==> config.mk <==
export PLATFORM = sky130hd
export DESIGN_NAME = chr_fetch
export DESIGN_NICKNAME = d
export VERILOG_FILES = /design/src/rtl/chr_fetch.sv
export SDC_FILE = /design/constraint.sdc
export NUM_CORES = 1
export LEC_CHECK = 0
export ABC_AREA = 1
export ABC_CLOCK_PERIOD_IN_PS = 14700
export CAP_MARGIN = 20
export CORE_MARGIN = 1.5
export CORE_UTILIZATION = 28
export CTS_CLUSTER_DIAMETER = 120
export DETAILED_ROUTE_END_ITERATION = 12
export SETUP_SLACK_MARGIN = 0.15
export SYNTH_ARGS = -nofsm -noshare
export SYNTH_HDL_FRONTEND = slang
export SYNTH_SLANG_ARGS = --single-unit
==> constraint.sdc <==
create_clock -name clk -period 14.7 [get_ports clk]
set_input_delay 2.94 -clock clk [delete_from_list [all_inputs] [get_ports clk]]
set_output_delay 2.94 -clock clk [all_outputs]
set_load 0.02 [all_outputs]
==> src/rtl/chr_fetch.sv <==
// CHR fetch stage: synchronises the P-bus strobes, queues one C-ROM and one S-ROM fetch,
// and serves them one at a time through the shared memory arbiter.
module chr_fetch #(
    parameter int SYNC_STAGES = 2,
    parameter int AW          = 26
) (
    input  logic          clk,
    input  logic          rst,
    input  logic          pck1b,
    input  logic          pck2b,
    input  logic [23:0]   p,
    output logic          mem_req,
    output logic [AW-1:0] mem_addr,
    input  logic          mem_ack,
    input  logic          mem_valid,
    input  logic [31:0]   mem_rdata,
    output logic [31:0]   cr,
    output logic          cr_valid,
    output logic [7:0]    fixd,
    output logic          fixd_valid,
    output logic          busy,
    output logic          overrun
);

    typedef enum logic [1:0] {IDLE, REQ, WAIT} state_t;

    state_t                 state;
    logic                   kind_c;
    logic                   pend_c;
    logic                   pend_s;
    logic [23:0]            ca;
    logic [15:0]            sa;
    logic [SYNC_STAGES-1:0] c_sync;
    logic [SYNC_STAGES-1:0] s_sync;
    logic [23:0]            p_sync [SYNC_STAGES];

    logic rise_c;
    logic rise_s;
    logic take_c;
    logic take_s;

    // Strobe edge is seen between the two oldest flops of each chain.
    assign rise_c = c_sync[SYNC_STAGES-2] & ~c_sync[SYNC_STAGES-1];
    assign rise_s = s_sync[SYNC_STAGES-2] & ~s_sync[SYNC_STAGES-1];
    assign take_c = (state == IDLE) & pend_c;
    assign take_s = (state == IDLE) & ~pend_c & pend_s;
    assign busy   = (state != IDLE) | pend_c | pend_s;

    function automatic logic [AW-1:0] fit(input logic [25:0] a);
        return AW'(a);
    endfunction

    // NOTE: the synchroniser flops are reset too, so a strobe held high through reset
    // cannot fake an edge on the first cycle after release.
    always_ff @(posedge clk or posedge rst) begin
        if (rst) begin
            c_sync <= '0;
            s_sync <= '0;
            for (int i = 0; i < SYNC_STAGES; i++) p_sync[i] <= '0;
        end else begin
            c_sync    <= {c_sync[SYNC_STAGES-2:0], pck1b};
            s_sync    <= {s_sync[SYNC_STAGES-2:0], pck2b};
            p_sync[0] <= p;
            for (int i = 1; i < SYNC_STAGES; i++) p_sync[i] <= p_sync[i-1];
        end
    end

    // NOTE: all state here uses non-blocking assignments so every branch reads the
    // pre-edge values of pend_c/ca; mem_addr therefore takes the address that was pending.
    always_ff @(posedge clk or posedge rst) begin
        if (rst) begin
            state      <= IDLE;
            kind_c     <= 1'b0;
            pend_c     <= 1'b0;
            pend_s     <= 1'b0;
            ca         <= '0;
            sa         <= '0;
            mem_req    <= 1'b0;
            mem_addr   <= '0;
            cr         <= '0;
            cr_valid   <= 1'b0;
            fixd       <= '0;
            fixd_valid <= 1'b0;
            overrun    <= 1'b0;
        end else begin
            cr_valid   <= 1'b0;
            fixd_valid <= 1'b0;

            // A new edge wins over the clear issued by the IDLE->REQ hand-off.
            if (rise_c) begin
                ca     <= p_sync[SYNC_STAGES-1];
                pend_c <= 1'b1;
                if (pend_c && !take_c) overrun <= 1'b1;
            end else if (take_c) begin
                pend_c <= 1'b0;
            end

            if (rise_s) begin
                sa     <= p_sync[SYNC_STAGES-1][15:0];
                pend_s <= 1'b1;
                if (pend_s && !take_s) overrun <= 1'b1;
            end else if (take_s) begin
                pend_s <= 1'b0;
            end

            case (state)
                IDLE: begin
                    if (pend_c) begin
                        state    <= REQ;
                        kind_c   <= 1'b1;
                        mem_req  <= 1'b1;
                        mem_addr <= fit({1'b0, ca, 1'b0});
                    end else if (pend_s) begin
                        state    <= REQ;
                        kind_c   <= 1'b0;
                        mem_req  <= 1'b1;
                        mem_addr <= fit({1'b1, 8'h00, sa, 1'b0});
                    end
                end
                REQ: begin
                    if (mem_ack) begin
                        state   <= WAIT;
                        mem_req <= 1'b0;
                    end
                end
                WAIT: begin
                    if (mem_valid) begin
                        if (kind_c) begin
                            cr       <= mem_rdata;
                            cr_valid <= 1'b1;
                        end else begin
                            fixd       <= mem_rdata[7:0];
                            fixd_valid <= 1'b1;
                        end
                        state <= IDLE;
                    end
                end
                default: state <= IDLE;
            endcase
        end
    end

endmodule

# Yosys cells after proc, flatten, opt, wreduce, memory -nomap -nowiden
# Index checks and enable logic that the tools add are counted.
word_totals:
  reg_bits: 167
  latch_bits: 0
  ram_bits: 0
  rom_bits: 0
  out_inout_bits: 71
  elab_cells: 75
  mem_count: 0
classes:
  n_addsub: 0
  multipliers: 0
  n_div: 0
  magnitude_cmp: 0
  eq_ne: 5
  n_shift: 0
  n_mux: 27
  bitwise_logic: 11
  reduce_logical: 15
op_table:
  columns: ["operator", "count"]
  rows:
  - ["2-to-1 mux 26 bit", 2]
  - ["2-to-1 mux 1 bit", 19]
  - ["AND reduction 3 bit", 4]
  - ["nonzero test 2 bit", 5]
  - ["2-to-1 mux 2 bit", 4]
  - ["one-hot mux 2 bit (3 select lines)", 1]
  - ["bitwise AND 1 bit", 5]
  - ["inequality test 2 bit (second input constant)", 2]
  - ["NOT 1 bit", 4]
  - ["inequality test 3 bit (second input constant)", 1]
  - ["equality test 2 x 1 -> 1 bit (second input constant)", 1]
  - ["equality test 2 bit (second input constant)", 1]
  - ["logical AND 1 bit", 2]
  - ["logical NOT 1 bit", 2]
  - ["logical NOT 2 bit", 1]
  - ["bitwise OR 1 bit", 2]
  - ["one-hot mux 1 bit (2 select lines)", 1]
  - ["AND reduction 2 bit", 1]

# Depth between registers and ports, before layout
depth:
  ltp_word: 8
  mapped_depth: 7

# Worst setup path after synthesis
# No wires, ideal clock.
synth_path:
  kind: "reg-to-output"
  startpoint: "register pend_c"
  endpoint: "output port busy"
  t_arrival_ps: 926
  t_required_ps: 11760
  path_slack_ps: 10834
  stages_incl_launch_ff: 5
  n_path_buf: 2
  cell_sequence: "dfrtp_1 -> buf_4 -> buf_2 -> nor2_1 -> nand2_1"
synth_between:
  elab_chain_len: 2
synth_rtl:
  columns: ["item", "line", "rtl"]
  rows:
  - ["start, declared", "29", "logic pend_c;"]
  - ["start signal, assigned", "74", "pend_c <= 1'b0;"]
  - ["start signal, assigned", "92", "pend_c <= 1'b1;"]
  - ["start signal, assigned", "95", "pend_c <= 1'b0;"]
  - ["bitwise OR 1 bit (2 in series)", "47", "assign busy = (state != IDLE) | pend_c | pend_s;"]
  - ["end, declared", "21", "output logic busy,"]
# Every way passes these cells.

# Worst setup path after layout
layout_path:
  startpoint: "register state[0]"
  endpoint: "output port busy"
layout_between:
  elab_chain_len: 3
layout_rtl:
  columns: ["item", "line", "rtl"]
  rows:
  - ["start, declared", "27", "state_t state;"]
  - ["start signal, assigned", "72", "state <= IDLE;"]
  - ["start signal, assigned", "109", "state <= REQ;"]
  - ["start signal, assigned", "114", "state <= REQ;"]
  - ["nonzero test 2 bit", "47", null]
  - ["bitwise OR 1 bit (2 in series)", "47", null]
# Every way passes these cells.

==> flow_summary.json <==
{
  "status": "finished, final reports clean",
  "hpwl_um": 8490,
  "rsz0062_at_grt": "false",
  "seqCellArea_um2": 4150,
  "cp_data_required_time_ps": 11760,
  "gp_congestion": 0.773,
  "grt_use_total": 0.122,
  "power.leakage_nw": 3.87,
  "crit_type": "flop to primary output",
  "drive_gt1_frac": 0.0688,
  "syn-cell-area_um2": 5810,
  "area_growth_pct": 37.4,
  "drcViolationCount": 0,
  "top_level_ports": 133,
  "cts_resized": 0,
  "path_max_fanout": 13,
  "startpoint_type": "flop",
  "drt_iter0_drc": 223,
  "cts.sinks": 166,
  "path_cells": "nor2_2 > nand2_1 > clkdlybuf4s50_1",
  "insertion_delay_ps": 430,
  "wirelength_um": 12500,
  "critical_path_buf_inv_count": 1,
  "vias_per_cell": 3.99,
  "design_area_um2": 7980,
  "combPwrFrac": 0.324,
  "setup_viol": 0,
  "pwr-share-clk": 0.276,
  "initial_core_util": 0.286,
  "ir_drop_mv": 0.0836,
  "die_h_um": 147,
  "reg2reg_from": "c_sync[0]$_DFF_PP0_",
  "finalSetupTns_ps": 0,
  "endpoint_kind": "primary output",
  "period_share": 0.336,
  "max_freq_mhz": 203,
  "yosys.cell_types.count": 19,
  "switching_power_mw": 0.553,
  "vias": 3924,
  "cts_hold_buf": 0,
  "cts_buffers": 17,
  "slew_headroom": 0.411,
  "intPower_mw": 1.01,
  "synth-seq-cells": 166,
  "crit_slowest_cell": "clkdlybuf4s50_1",
  "dpl_cell_area_um2": 7390,
  "dieArea_um2": 21600,
  "worst_slack_ps": 9760,
  "min_period_ps": 4940,
  "clk_pin_slew_ps": 70,
  "wl_per_cell_um": 12.7,
  "p_seq_frac": 0.399,
  "holdCritPathClass": "flop to flop",
  "nFillCells": 1965,
  "grt_pass1_wl_um": 20400,
  "multi_input_area_um2": 1380,
  "finalHoldViolCount": 0,
  "totalPowerFinal_mw": 1.57,
  "cts_buffer_depth": 2,
  "final.setup_skew_ps": 13.3,
  "grt_max_degree": 102,
  "portBuffers": 131,
  "syn_avg_cell_area_um2": 10.2,
  "cts_setup_buffers": 0,
  "cts-root-buf": "clkbuf_16",
  "grt_pass1_vias": 3882,
  "maxCapViolations": 0,
  "critical_path.max_stage_delay_ps": 580,
  "num_rows": 52,
  "cp_top_family": "buffers and inverters",
  "overflow": 0,
  "cp-startpoint": "state[0]$_DFFE_PP0P_",
  "yosysSeqAreaShare": 0.715,
  "ys.warnings.count": 0,
  "drv_slew": 0,
  "dp_slack_ps": 9680,
  "fin_nets": 761,
  "die_w_um": 147,
  "dp_cells": 950,
  "core_area_um2": 20300,
  "power_density_nw_per_um2": 196,
  "swShare": 0.353,
  "cts_tree": "done",
  "finalNonFillerCells": 983,
  "drtAntennaViolNets": 0,
  "antenna_found_initial": 1,
  "h-tree-depth": 4,
  "arrival_ps": 2000,
  "syn_inst": 568,
  "dr.pass1.iters": 4,
  "min_from": "p_sync[46]$_DFF_PP0_",
  "syn-num-nets": 630,
  "worst-slew-pin-transition_ps": 883
}
[state kept, by name, indices dropped and copies added (netlist names)]
register,flops
overrun,1
fixd_valid,1
sa,16
pend_s,1
pend_c,1
state,2
fixd,8
mem_req,1
c_sync,2
cr_valid,1
kind_c,1
cr,32
p_sync,48
ca,24
mem_addr,25
s_sync,2
[synthesized netlist by cell type (all sizes together)]
cell | number | area [um2]
inv | 36 | 135
nand4 | 1 | 6.26
o31ai | 1 | 7.51
clkbuf | 5 | 18.8
a21oi | 15 | 75.1
dfrtp | 166 | 4150
conb | 1 | 3.75
o21ai | 38 | 194
buf | 20 | 123
nand2 | 252 | 948
nand3 | 11 | 55.1
nor2 | 22 | 90.1
[through the flow]
stage	util	hold WS, ps
6_report	0.393	344
5_1_grt	0.393	353
4_1_cts	0.393	348
3_5_place_dp	0.364	335
3_3_place_gp	0.363	332
2_1_floorplan	-	331
[final timing paths]
path                                        end  slack [ps]  cells past startpoint
max                                        busy        9760                      3
min                        p_sync[22]$_DFF_PP0_         340                      0
max reg2reg                  ca[13]$_DFFE_PP0P_       12760                      6
min reg2reg                p_sync[22]$_DFF_PP0_         340                      0
max in group asynchronous   fixd[1]$_DFFE_PP0P_       10250                      3
min in group asynchronous  p_sync[24]$_DFF_PP0_        3060                      2
[placed cells by master (no fill, tap or decap)]
cell type and count:
a21oi_1 15, buf_16 1, buf_4 5, clkbuf_16 17, clkbuf_8 1, clkdlybuf4s50_1 131
clkinv_4 2, clkinv_8 3, clkinvlp_4 1, conb_1 1, dfrtp_1 166, diode_2 1
inv_1 30, inv_2 5, inv_6 6, inv_8 3, nand2_1 251, nand2_2 1
nand3_1 11, nand4_1 1, nor2_1 19, nor2_2 3, o21ai_0 18, o21ai_1 19
o21ai_2 1, o31ai_1 1
[metal layers]
metal	wire length (um)	GRT usage	vias to the layer above
li1	-	-	2007
met1	5780	0.162	1815
met2	5790	0.180	73
met3	414	0.0382	29
met4	474	0.0575	0
met5	0	0	-
[area by class of cell]
class	instances	area share
clock inverter	14	0.0190
antenna	1	0.000314
inverter	36	0.0176
multi-input combinational	341	0.173
tap	270	0.0423
sequential	166	0.520
timing repair buffer	137	0.172
clock buffer	18	0.0550
[power by group through the flow]
stage | combinational (mW) | clock (mW) | sequential, mW
2_1_floorplan | 0.184 | 0 | 0.724
3_3_place_gp | 0.511 | 0 | 0.630
3_5_place_dp | 0.518 | 0 | 0.634
4_1_cts | 0.518 | 0.445 | 0.627
5_1_grt | 0.560 | 0.466 | 0.639
6_report | 0.508 | 0.433 | 0.625
[cell families after synthesis]
family / Yosys count / synth area share
DFF: 166 / 0.715
buffers and inverters: 61 / 0.0476
other: 1 / 0.000645
AOI/OAI and AO/OA: 54 / 0.0476
and+or+nand+nor: 286 / 0.189
(Power assumes the default switching activity.)
